`src/rtl/dac_spi_rx_if.sv`:
```
`default_nettype none
// ============================================================================
//  Module      : dac_spi_rx_if
//  Description : 3-wire DAC link (sclk, cs_n, sin) plus the receiver's
//                parallel frame reporting signals, bundled for dac_spi_rx.
//  Revision    : 1.0 - initial release
// ============================================================================
interface dac_spi_rx_if #(
   parameter int FRAME_BITS = 16
);
   logic                  dac_sclk;
   logic                  dac_cs_n;
   logic                  dac_sin;
   logic [FRAME_BITS-1:0] rx_val;
   logic                  rx_valid;
   logic                  rx_err;
   logic                  rx_busy;

   // Link driver / frame consumer side
   modport master (
      output dac_sclk, dac_cs_n, dac_sin,
      input  rx_val, rx_valid, rx_err, rx_busy
   );

   // Receiver side
   modport slave (
      input  dac_sclk, dac_cs_n, dac_sin,
      output rx_val, rx_valid, rx_err, rx_busy
   );
endinterface
`default_nettype wire

```
`src/rtl/dac_spi_rx.sv`:
```
`default_nettype none
// ============================================================================
//  Module      : dac_spi_rx
//  Description : Oversampling receiver for the DAC driver's 3-wire link.
//                Rebuilds each cs_n-delimited frame (MSB first) into a
//                parallel word and flags it as good (rx_valid) or bad (rx_err).
//  Options     : define DAC_SPI_RX_STATS_EN to add the frame_cnt / err_cnt
//                saturating statistics outputs.
//  Revision    : 1.0 - initial release
// ============================================================================
module dac_spi_rx #(
   parameter int FRAME_BITS  = 16,
   parameter int SYNC_STAGES = 2,
   parameter int TIMEOUT     = 4096
) (
   input  wire         clk,
   input  wire         rst,
   dac_spi_rx_if.slave bus
`ifdef DAC_SPI_RX_STATS_EN
   ,
   output logic [15:0] frame_cnt,
   output logic [15:0] err_cnt
`endif
);

   localparam int CNT_W = $clog2(FRAME_BITS + 2);
   localparam int TO_W  = $clog2(TIMEOUT + 1);

   localparam logic [CNT_W-1:0] C_CNT_FULL = CNT_W'(FRAME_BITS);
   localparam logic [CNT_W-1:0] C_CNT_MAX  = CNT_W'(FRAME_BITS + 1);
   localparam logic [TO_W-1:0]  C_TO_LAST  = TO_W'(TIMEOUT - 1);

   typedef enum logic [1:0] {
      ST_IDLE    = 2'd0,
      ST_SHIFT   = 2'd1,
      ST_WAIT_HI = 2'd2
   } state_t;

   // Synchronizers, edge-detect delay flops and registered edge strobes
   logic [SYNC_STAGES-1:0] r_sclk_sync, r_cs_sync, r_sin_sync;
   logic                   r_sclk_dly, r_cs_dly;
   logic                   r_sclk_rise, r_cs_rise, r_cs_fall, r_sin_smp;

   // Frame state
   state_t                 r_state, w_state;
   logic [CNT_W-1:0]       r_bit_cnt, w_bit_cnt;
   logic [TO_W-1:0]        r_to_cnt, w_to_cnt;
   logic [FRAME_BITS-1:0]  r_shift, w_shift;
   logic [FRAME_BITS-1:0]  r_val, w_val;
   logic                   r_valid, w_valid;
   logic                   r_err, w_err;

   // Synchronize the link and register the edge strobes; the strobe register
   // puts the frame-end pulse SYNC_STAGES+2 edges after cs_n is first seen high.
   // sin is registered alongside so it stays aligned with its sclk strobe.
   always_ff @(posedge clk or posedge rst) begin
      if (rst) begin
         r_sclk_sync <= '0;
         r_cs_sync   <= '1;
         r_sin_sync  <= '0;
         r_sclk_dly  <= 1'b0;
         r_cs_dly    <= 1'b1;
         r_sclk_rise <= 1'b0;
         r_cs_rise   <= 1'b0;
         r_cs_fall   <= 1'b0;
         r_sin_smp   <= 1'b0;
      end else begin
         r_sclk_sync <= {r_sclk_sync[SYNC_STAGES-2:0], bus.dac_sclk};
         r_cs_sync   <= {r_cs_sync[SYNC_STAGES-2:0],   bus.dac_cs_n};
         r_sin_sync  <= {r_sin_sync[SYNC_STAGES-2:0],  bus.dac_sin};
         r_sclk_dly  <= r_sclk_sync[SYNC_STAGES-1];
         r_cs_dly    <= r_cs_sync[SYNC_STAGES-1];
         r_sclk_rise <= r_sclk_sync[SYNC_STAGES-1] & ~r_sclk_dly;
         r_cs_rise   <= r_cs_sync[SYNC_STAGES-1]   & ~r_cs_dly;
         r_cs_fall   <= ~r_cs_sync[SYNC_STAGES-1]  &  r_cs_dly;
         r_sin_smp   <= r_sin_sync[SYNC_STAGES-1];
      end
   end

   // Frame state register and output pulses
   always_ff @(posedge clk or posedge rst) begin
      if (rst) begin
         r_state   <= ST_IDLE;
         r_bit_cnt <= '0;
         r_to_cnt  <= '0;
         r_shift   <= '0;
         r_val     <= '0;
         r_valid   <= 1'b0;
         r_err     <= 1'b0;
      end else begin
         r_state   <= w_state;
         r_bit_cnt <= w_bit_cnt;
         r_to_cnt  <= w_to_cnt;
         r_shift   <= w_shift;
         r_val     <= w_val;
         r_valid   <= w_valid;
         r_err     <= w_err;
      end
   end

   // Next-state logic; a cs_n rise takes priority over both a coincident
   // sclk rise (that bit is dropped) and the timeout.
   always_comb begin
      w_state   = r_state;
      w_bit_cnt = r_bit_cnt;
      w_to_cnt  = r_to_cnt;
      w_shift   = r_shift;
      w_val     = r_val;
      w_valid   = 1'b0;
      w_err     = 1'b0;
      case (r_state)
         ST_IDLE: begin
            if (r_cs_fall) begin
               w_state   = ST_SHIFT;
               w_bit_cnt = '0;
               w_to_cnt  = '0;
            end
         end
         ST_SHIFT: begin
            if (r_cs_rise) begin
               if (r_bit_cnt == C_CNT_FULL) begin
                  w_val   = r_shift;
                  w_valid = 1'b1;
               end else begin
                  w_err   = 1'b1;
               end
               w_state = ST_IDLE;
            end else if (r_to_cnt == C_TO_LAST) begin
               w_err   = 1'b1;
               w_state = ST_WAIT_HI;
            end else begin
               w_to_cnt = r_to_cnt + TO_W'(1);
               if (r_sclk_rise) begin
                  w_shift = {r_shift[FRAME_BITS-2:0], r_sin_smp};
                  if (r_bit_cnt != C_CNT_MAX) begin
                     w_bit_cnt = r_bit_cnt + CNT_W'(1);
                  end
               end
            end
         end
         ST_WAIT_HI: begin
            if (r_cs_rise) begin
               w_state = ST_IDLE;
            end
         end
         default: begin
            w_state = ST_IDLE;
         end
      endcase
   end

   assign bus.rx_val   = r_val;
   assign bus.rx_valid = r_valid;
   assign bus.rx_err   = r_err;
   assign bus.rx_busy  = (r_state != ST_IDLE);

`ifdef DAC_SPI_RX_STATS_EN
   logic [15:0] r_frame_cnt, r_err_cnt;

   // Saturating good-frame / error counters, stepped with their pulses
   always_ff @(posedge clk or posedge rst) begin
      if (rst) begin
         r_frame_cnt <= '0;
         r_err_cnt   <= '0;
      end else begin
         if (w_valid && (r_frame_cnt != 16'hFFFF)) begin
            r_frame_cnt <= r_frame_cnt + 16'd1;
         end
         if (w_err && (r_err_cnt != 16'hFFFF)) begin
            r_err_cnt <= r_err_cnt + 16'd1;
         end
      end
   end

   assign frame_cnt = r_frame_cnt;
   assign err_cnt   = r_err_cnt;
`else
   // Statistics counters are not built in this configuration.
`endif

endmodule
`default_nettype wire

```
`src/flat_wrapper.sv`:
```
// flat-port wrapper written by rule: the top's interface ports become plain ports
module dac_spi_rx_flat 
#(
   parameter int FRAME_BITS  = 16,
   parameter int SYNC_STAGES = 2,
   parameter int TIMEOUT     = 4096
)
  (clk, rst, bus_dac_sclk, bus_dac_cs_n, bus_dac_sin, bus_rx_val, bus_rx_valid, bus_rx_err, bus_rx_busy);
  dac_spi_rx_if #(.FRAME_BITS(FRAME_BITS)) bus_i ();
  input  wire clk;
  input  wire rst;
  input wire logic [$bits(bus_i.dac_sclk)-1:0] bus_dac_sclk;
  input wire logic [$bits(bus_i.dac_cs_n)-1:0] bus_dac_cs_n;
  input wire logic [$bits(bus_i.dac_sin)-1:0] bus_dac_sin;
  output wire logic [$bits(bus_i.rx_val)-1:0] bus_rx_val;
  output wire logic [$bits(bus_i.rx_valid)-1:0] bus_rx_valid;
  output wire logic [$bits(bus_i.rx_err)-1:0] bus_rx_err;
  output wire logic [$bits(bus_i.rx_busy)-1:0] bus_rx_busy;
  assign bus_i.dac_sclk = bus_dac_sclk;
  assign bus_i.dac_cs_n = bus_dac_cs_n;
  assign bus_i.dac_sin = bus_dac_sin;
  assign bus_rx_val = bus_i.rx_val;
  assign bus_rx_valid = bus_i.rx_valid;
  assign bus_rx_err = bus_i.rx_err;
  assign bus_rx_busy = bus_i.rx_busy;
  dac_spi_rx #(.FRAME_BITS(FRAME_BITS), .SYNC_STAGES(SYNC_STAGES), .TIMEOUT(TIMEOUT)) u_core (.clk(clk), .rst(rst), .bus(bus_i));
endmodule
```
`config.mk`:
```
export PLATFORM = sky130hd
export DESIGN_NAME = dac_spi_rx_flat
export DESIGN_NICKNAME = d
export VERILOG_FILES = /design/src/rtl/dac_spi_rx_if.sv /design/src/rtl/dac_spi_rx.sv /design/src/flat_wrapper.sv
export SDC_FILE = /design/constraint.sdc
export NUM_CORES = 1
export LEC_CHECK = 0
export ABC_AREA = 1
export BUFFER_PORTS_ARGS = -buffer_cell sky130_fd_sc_hd__buf_2
export CELL_PAD_IN_SITES_DETAIL_PLACEMENT = 1
export CELL_PAD_IN_SITES_GLOBAL_PLACEMENT = 1
export CORE_AREA = 2 2 92 94
export CTS_CLUSTER_DIAMETER = 80
export DETAILED_ROUTE_END_ITERATION = 8
export DIE_AREA = 0 0 94 96
export PLACE_DENSITY = 0.7
export SLEW_MARGIN = 20
export SYNTH_ARGS = -nofsm -noshare
export SYNTH_HDL_FRONTEND = slang
export SYNTH_SLANG_ARGS = --single-unit
```
`constraint.sdc`:
```
create_clock -name clk -period 2.7 [get_ports clk]
set_clock_uncertainty 0.1 [all_clocks]
set_input_delay 0.54 -clock clk [delete_from_list [all_inputs] [get_ports clk]]
set_output_delay 0.54 -clock clk [all_outputs]
set_load 0.01 [all_outputs]
```
======== Word-level counts from Yosys, hierarchy flattened ========
Index checks and enable logic that the tools add are counted.
operators by class
  $add $sub $neg .......................... 2
  bitwise operators ....................... 8
  equality and inequality tests ........... 12
  reductions and logical operators ........ 8
  muxes and demuxes ....................... 22
operator list
  operator                                                number
  two-way mux 13 bit                                      3
  one-hot mux 13 bit (2 select lines)                     1
  two-way mux 5 bit                                       5
  adder 13 x 1 -> 13 bit (second input constant)          1
  equality test 13 x 12 -> 1 bit (second input constant)  1
  one-hot mux 5 bit (2 select lines)                      1
  two-way mux 2 bit                                       4
  != test 2 x 1 -> 1 bit (second input constant)          4
  AND reduction 4 bit                                     2
  two-way mux 1 bit                                       7
  one-hot mux 2 bit (3 select lines)                      1
  AND reduction 3 bit                                     2
  AND reduction 6 bit                                     1
  adder 5 x 1 -> 5 bit (second input constant)            1
  equality test 5 bit (second input constant)             1
  != test 5 bit (second input constant)                   1
  NOT 1 bit                                               5
  != test 2 bit (second input constant)                   2
  nonzero test 2 bit                                      2
  bitwise AND 1 bit                                       3
  != test 3 x 1 -> 1 bit (second input constant)          1
  equality test 2 x 1 -> 1 bit (second input constant)    1
  equality test 2 bit (second input constant)             1
  zero test 2 bit                                         1
word-level totals
  output and inout port bits .............. 19
  register bits after elaboration ......... 66

======== Longest topological paths before layout ========
Gate-level depths: netlist (run 1).
  depth in word-level cells ............... 6
  gate-level depth with buffers ........... 9
  gate-level depth less buffers ........... 9

======== Worst setup path before layout (run 1) ========
OpenSTA, ideal clock, no wires.
  path kind ............................... register to register
  start ................................... register u_core.r_bit_cnt[0]
  end ..................................... register u_core.r_val[0], in the netlist u_core.bus.rx_val[0]
  clock period less this slack ............ 1,528 ps
  setup slack ............................. 1,172 ps
  arrival ................................. 1,307 ps
  stages on the path, launching flop included .. 9
  path buffers ............................ 2
  path through ............................ dfrtp_1 inv_1 ha_1 nand4_1 or2_1 buf_2 buf_2 nand2_1 o21ai_1
on the way
  longest elaborated chain between the ends .. 2
ends and longest elaborated chain
  what                                  line               text
  from (decl)                           dac_spi_rx.sv:46   logic [CNT_W-1:0] r_bit_cnt, w_bit_cnt;
  from (signal assigned)                dac_spi_rx.sv:92   r_bit_cnt <= w_bit_cnt;
  equality test 5 bit                   dac_spi_rx.sv:121  if (r_bit_cnt == C_CNT_FULL) begin
  AND reduction 3 bit (no source line)  n/a
  to (signal assigned)                  dac_spi_rx.sv:95   r_val <= w_val;
  to (decl)                             dac_spi_rx.sv:49   logic [FRAME_BITS-1:0] r_val, w_val;
Every way passes these cells.
A chain may end at the register's enable or synchronous reset.

======== Final worst setup path (run 1) ========
  start ................................... register u_core.r_to_cnt[0]
  end ..................................... register u_core.r_shift[10]
on the way
  longest elaborated chain between the ends .. 3
ends and longest elaborated chain
  what                                  line               text
  from (decl)                           dac_spi_rx.sv:47   logic [TO_W-1:0] r_to_cnt, w_to_cnt;
  from (signal assigned)                dac_spi_rx.sv:93   r_to_cnt <= w_to_cnt;
  equality test 13 x 12 -> 1 bit        dac_spi_rx.sv:128  end else if (r_to_cnt == C_TO_LAST) begin
  NOT 1 bit (no source line)            n/a
  AND reduction 4 bit (no source line)  n/a
  to (signal assigned)                  dac_spi_rx.sv:94   r_shift <= w_shift;
  to (decl)                             dac_spi_rx.sv:48   logic [FRAME_BITS-1:0] r_shift, w_shift;
Every way passes these cells.

==> flow_metrics.env, run 1 <==
export IMPL_arrival_ns=2.05
export IMPL_boundaryPins=24
export IMPL_antenna_found_initial=0
export IMPL_synth_top_area_share=0.539
export IMPL_syn_num_nets=314
export IMPL_setup_viol=0
export IMPL_row_count=33
export IMPL_final_util=0.412
export IMPL_clock_path_buffers=2
export IMPL_gp_congestion=0.781
export IMPL_synth_edf_count=0
export IMPL_swShare=0.284
export IMPL_maxSlewViolCount=0
export IMPL_grtUsageTotal=0.142
export IMPL_h_tree_depth=3
export IMPL_io_buffers=23
export IMPL_outcome="finished clean"
export IMPL_synth_top_cell_by_area="dfrtp_1"
export IMPL_cts_resized=0
export IMPL_wl_per_cell_um=12.8
export IMPL_wl_met1_mm=2.69
export IMPL_core_area_um2=8050
export IMPL_hold_class="input pin to flop"
export IMPL_grt_setup_unrepaired="false"
export IMPL_grt_pass1_vias=2025
export IMPL_post_cts_buffers=0
export IMPL_synth_area_um2=2920
export IMPL_p_leak_nw=1.60
export IMPL_worst_pin_slew_ns=0.682
export IMPL_p_seq_frac=0.505
export IMPL_nets=342
export IMPL_grt_pass1_wl_mm=9.65
export IMPL_holdWs_ns=0.189
export IMPL_drtPass1Iterations=4
export IMPL_hold_buffers=0
export IMPL_switchingPower_uw=642
export IMPL_setup_ws_ns=0.766
export IMPL_clockPowerShare=0.363
export IMPL_post_route_period_util=0.716
export IMPL_dr_max_layer_used="met4"
export IMPL_n_fill_cell=936
export IMPL_ys_seq_area_frac=0.566
export IMPL_min_from="bus_dac_cs_n"
export IMPL_layoutNonFillerInstCount=442
export IMPL_route_met2_wl_mm=2.67
export IMPL_max_clock_freq_mhz=517
export IMPL_drive_above_1_share=0.264
export IMPL_cts_sinks=66
export IMPL_drt_wl_total_mm=5.66
export IMPL_drt_iter0_markers=63
export IMPL_cp_end_kind="flop"
export IMPL_dp_final_hpwl_mm=3.91
export IMPL_antennaDiodeCount=0
export IMPL_cts_tree="done"
export IMPL_wl_met3_um=166
export IMPL_p_per_area_nw_per_um2=681
export IMPL_clk_latency_ns=0.35
export IMPL_hold_viol=0
export IMPL_vdd_ir_drop_max_mv=0.276
export IMPL_yosysWarnings=0
export IMPL_die_height_um=96
export IMPL_ys_ff_latch=66
export IMPL_synth_area_per_cell_um2=9.59
export IMPL_netlist_instances=305
export IMPL_preCtsSetupSlack_ns=0.755
export IMPL_cts_root_buf="clkbuf_8"
export IMPL_ys_flop_type="dfrtp_1"
export IMPL_num_vias=2033
export IMPL_cts_clk_slew_worst_paths_ns=0.07
export IMPL_ant_nets=0
export IMPL_min_period_ns=1.93
export IMPL_fin_setup_tns_ns=0
export IMPL_numPlacedInstances=427
export IMPL_die_area_um2=9020
export IMPL_p_int_mw=1.62
export IMPL_r2r_start="u_core.r_to_cnt[0]"
export IMPL_combPwrFrac=0.132
export IMPL_area_delta_synth_final_pct=13.3
export IMPL_cp_start_kind="flop"
export IMPL_cp_max_fo=32
export IMPL_ys_async_sr_fraction=1.00
export IMPL_die_w_um=94
export IMPL_start_util=0.363
export IMPL_viasPerCell=4.60
export IMPL_worstSetupStartpoint="u_core.r_to_cnt[0]"
export IMPL_grt_start_max_net_pins=37
export IMPL_maxCapViolCount=0
export IMPL_cts_buffers=9
export IMPL_required_ns=2.82
export IMPL_path_class="flop to flop"
export IMPL_synth_area_leaders="dfrtp_1 54%, nand2_1 10%, o21ai_2 4.2%"
export IMPL_overflow=0
export IMPL_route_detailed_drc=0
export IMPL_worst_slew_margin_rel=0.545
export IMPL_synth_cell_types=29
## state kept, by name (all words and copies together) (netlist names)
name                 count
u_core.r_cs_fall         1
u_core.r_state           2
u_core.r_bit_cnt         5
u_core.r_sclk_rise       1
u_core.r_sclk_dly        1
u_core.r_sin_sync        2
u_core.r_cs_sync         2
u_core.r_shift          16
u_core.bus.rx_valid      1
u_core.r_sin_smp         1
u_core.bus.rx_val       16
u_core.r_cs_dly          1
u_core.r_cs_rise         1
u_core.r_to_cnt         13
u_core.bus.rx_err        1
u_core.r_sclk_sync       2
## cells by family (layout without fill, tap and decap cells)
family,Yosys count,count (layout),synth area share
AO/OA/AOI/OAI,42,42,0.0916
XOR/XNOR,6,6,0.0180
adder cells (fa/ha/maj),4,4,0.0171
buffers and inverters,45,77,0.0740
flip-flops,66,66,0.566
AND/OR/NAND/NOR,142,142,0.233
## cells in the final DEF (no fill, tap or decap), drive strengths merged
cell type,instances
buf,25
nand2,99
dfstp,3
xor2,2
inv,37
a21oi,2
nor2,15
nor3,2
nor3b,1
nand3b,1
clkbuf,10
o21ai,38
clkinv,2
o211ai,1
nand4,6
xnor2,4
or2,4
ha,4
o21bai,1
dfrtp,63
bufinv,1
nand3,14
clkinvlp,2
## area by class of cell
class / count / area [um2] / area share
clock buffers: 10 / 138 / 0.0415
clock inverters: 5 / 55.1 / 0.0166
inverters: 37 / 139 / 0.0419
multi-input cells: 194 / 1050 / 0.318
flip-flops and latches: 66 / 1660 / 0.500
well taps: 105 / 131 / 0.0397
repair buffers: 25 / 143 / 0.0431
## power groups by stage
stage	registers, mW	clock network, mW	logic, mW
after CTS	1.14	0.845	0.307
final	1.14	0.819	0.299
after floorplan	1.14	0	0.240
after global placement	1.15	0	0.288
after detailed placement	1.16	0	0.302
after global routing	1.15	0.893	0.343
## cells in the mapped netlist (2+ instances only)
cell / number
buf_6: 6
nand4_1: 6
dfrtp_1: 63
a21oi_1: 2
o21ai_1: 19
nor2_1: 14
inv_2: 5
or2_2: 3
inv_1: 32
nand3_4: 2
buf_2: 2
nand2_1: 80
nand2_2: 18
xor2_1: 2
dfstp_2: 3
ha_1: 4
nand3_1: 12
xnor2_1: 4
o21ai_2: 14
o21ai_0: 5
## stage by stage
stage | power [mW] | area (um2)
after floorplan | 1.38 | 2920
after global placement | 1.44 | 3120
after detailed placement | 1.46 | 3120
after CTS | 2.29 | 3310
after global routing | 2.39 | 3310
final | 2.26 | 3310
## routing by layer
metal / global-route usage / vias to the layer above
li1: - / 1012
met1: 0.175 / 990
met2: 0.226 / 22
met3: 0.0399 / 9
met4: 0.0797 / 0
met5: 0 / -
## final timing paths
path | depth (start not counted) | slack, ns | end
max | 7 | 0.77 | u_core.r_shift[10]
max reg2reg | 7 | 0.77 | u_core.r_shift[10]
min reg2reg | 0 | 0.25 | u_core.r_sin_smp
max in group asynchronous | 3 | 1.68 | u_core.bus.rx_valid
min in group asynchronous | 2 | 0.20 | u_core.r_to_cnt[1]
min | 1 | 0.19 | u_core.r_cs_sync[0]
## critical path: stages (launching register included)
cell and delay, ns:
dfrtp_1 0.41, ha_1 0.24, nand3_1 0.18, nor2_4 0.08, nand2_2 0.11, nand3_4 0.40
nand2_2 0.21, o21ai_2 0.07
(Power assumes the default switching activity.)
==> run 2: changes to the inputs <==
- PLACE_DENSITY: 0.7 -> 0.72
- clock period: 2.7 -> 1.74 ns (I/O delays scaled with it)
==> flow_metrics.env, run 2 (synthesized netlist as in run 1, its figures left out) <==
export IMPL_die_area_um2=9020
export IMPL_overflow=0
export IMPL_min_period_ns=1.61
export IMPL_cts_buffers=9
export IMPL_cp_max_fo=21
export IMPL_dp_final_hpwl_mm=3.91
export IMPL_clk_latency_ns=0.35
export IMPL_cts_sinks=66
export IMPL_grt_setup_unrepaired="false"
export IMPL_path_class="flop to flop"
export IMPL_n_fill_cell=945
export IMPL_vdd_ir_drop_max_mv=0.453
export IMPL_holdWs_ns=0.251
export IMPL_viasPerCell=4.58
export IMPL_final_util=0.426
export IMPL_setup_viol=0
export IMPL_route_detailed_drc=0
export IMPL_arrival_ns=1.78
export IMPL_cp_start_kind="flop"
export IMPL_h_tree_depth=3
export IMPL_multi_input_area_um2=1060
export IMPL_drtPass1Iterations=4
export IMPL_required_ns=1.91
export IMPL_p_per_area_nw_per_um2=1040
export IMPL_row_count=33
export IMPL_start_util=0.363
export IMPL_totalPowerFinal_mw=3.56
export IMPL_ant_nets=0
export IMPL_grt_start_max_net_pins=67
export IMPL_seqCellArea_um2=1660
export IMPL_io_buffers=23
export IMPL_max_clock_freq_mhz=619
export IMPL_drt_iter0_markers=39
export IMPL_layoutNonFillerInstCount=450
export IMPL_die_height_um=96
export IMPL_hold_class="flop to flop"
export IMPL_p_leak_nw=1.64
export IMPL_antennaDiodeCount=0
export IMPL_cts_root_buf="clkbuf_8"
export IMPL_clock_path_buffers=2
export IMPL_boundaryPins=24
export IMPL_gp_congestion=0.764
export IMPL_hold_viol=0
export IMPL_area_delta_synth_final_pct=17.3
export IMPL_core_area_um2=8050
export IMPL_grt_pass1_wl_mm=9.94
export IMPL_fin_setup_tns_ns=0
export IMPL_grt_pass1_vias=2157
export IMPL_cts_clk_slew_worst_paths_ns=0.08
export IMPL_outcome="finished clean"
export IMPL_nets=349
export IMPL_cts_tree="done"
export IMPL_worst_pin_slew_ns=0.383
export IMPL_die_w_um=94
export IMPL_drive_above_1_share=0.272
export IMPL_grtUsageTotal=0.144
export IMPL_mostFrequentLayoutCell="nand2_1"
export IMPL_num_vias=2063
export IMPL_worst_slew_margin_rel=0.743
export IMPL_maxCapViolCount=0
export IMPL_maxSlewViolCount=0
export IMPL_cp_end_kind="flop"
export IMPL_antenna_found_initial=0
export IMPL_numPlacedInstances=430
export IMPL_drt_wl_total_mm=5.71
export IMPL_wl_per_cell_um=12.7
export IMPL_post_route_period_util=0.928
export IMPL_final_cell_mix="80 x nand2_1, 63 x dfrtp_1, 31 x inv_1"
run 2: changes by cell type in the layout (fill, tap and decap cells not counted):
cell	change
dlygate4sd3_1	+4
nand3_2	+1
nand3_1	-1
buf_12	+3
clkbuf_8	-1
clkinv_2	-1
clkinvlp_4	+1
inv_6	+2
inv_2	-1
clkinv_4	+1
run 2: cell type report:
class / count / share of cell area
Clock inverter: 7 / 0.0223
Clock buffer: 9 / 0.0361
Timing Repair Buffer: 32 / 0.0708
Tap cell: 105 / 0.0383
Sequential cell: 66 / 0.483
Inverter: 37 / 0.0416
Multi-Input combinational cell: 194 / 0.308
run 2: worst max-delay path, cell delays in order, from the launching register on:
cell     delay [ns]
dfrtp_1        0.39
ha_1           0.21
nand3_2        0.13
nor2_4         0.17
nand2_2        0.11
nand3_4        0.10
buf_12         0.19
nand2_2        0.07
o21ai_2        0.05
run 2: through the flow:
step | worst slack, ns | cell area [um2]
2_1_floorplan | 0.212 | 2930
3_3_place_gp | 0.127 | 3180
3_5_place_dp | 0.0424 | 3180
4_1_cts | 0.0329 | 3420
5_1_grt | 0.00570 | 3430
6_report | 0.126 | 3430
run 2: path summary, 6_finish.rpt:
kind | start | to | slack (ns) | depth (start not counted)
worst min register to register | u_core.r_sin_sync[0] | u_core.r_sin_sync[1] | 0.25 | 0
max in group asynchronous | rst | u_core.r_cs_dly | 0.68 | 4
min in group asynchronous | rst | u_core.r_sclk_sync[0] | 0.54 | 4
worst max register to register | u_core.r_to_cnt[0] | u_core.r_shift[0] | 0.13 | 8
worst min-delay path | u_core.r_sin_sync[0] | u_core.r_sin_sync[1] | 0.25 | 0
worst max-delay path | u_core.r_to_cnt[0] | u_core.r_shift[0] | 0.13 | 8
run 2: repair_timing:
action,in CTS,in global routing
endpoints found under the setup margin,0,27
setup buffers,0,0
hold endpoints to repair,16,0
hold buffers,4,0
resized for setup,0,1
run 2: power by group:
group | total, mW | internal [mW] | switching, mW
Sequential | 1.77 | 1.66 | 0.107
Clock | 1.31 | 0.671 | 0.638
Combinational | 0.485 | 0.177 | 0.308
run 2: routing by layer:
layer  vias up  GRT usage  part of all wire  wire length [um]
li1       1025          -                 -                 -
met3        10     0.0305             0.025               140
met4         0     0.0797             0.023               132
met2        25      0.241              0.49              2790
met5         -          0                 0                 0
met1      1003      0.173              0.46              2640
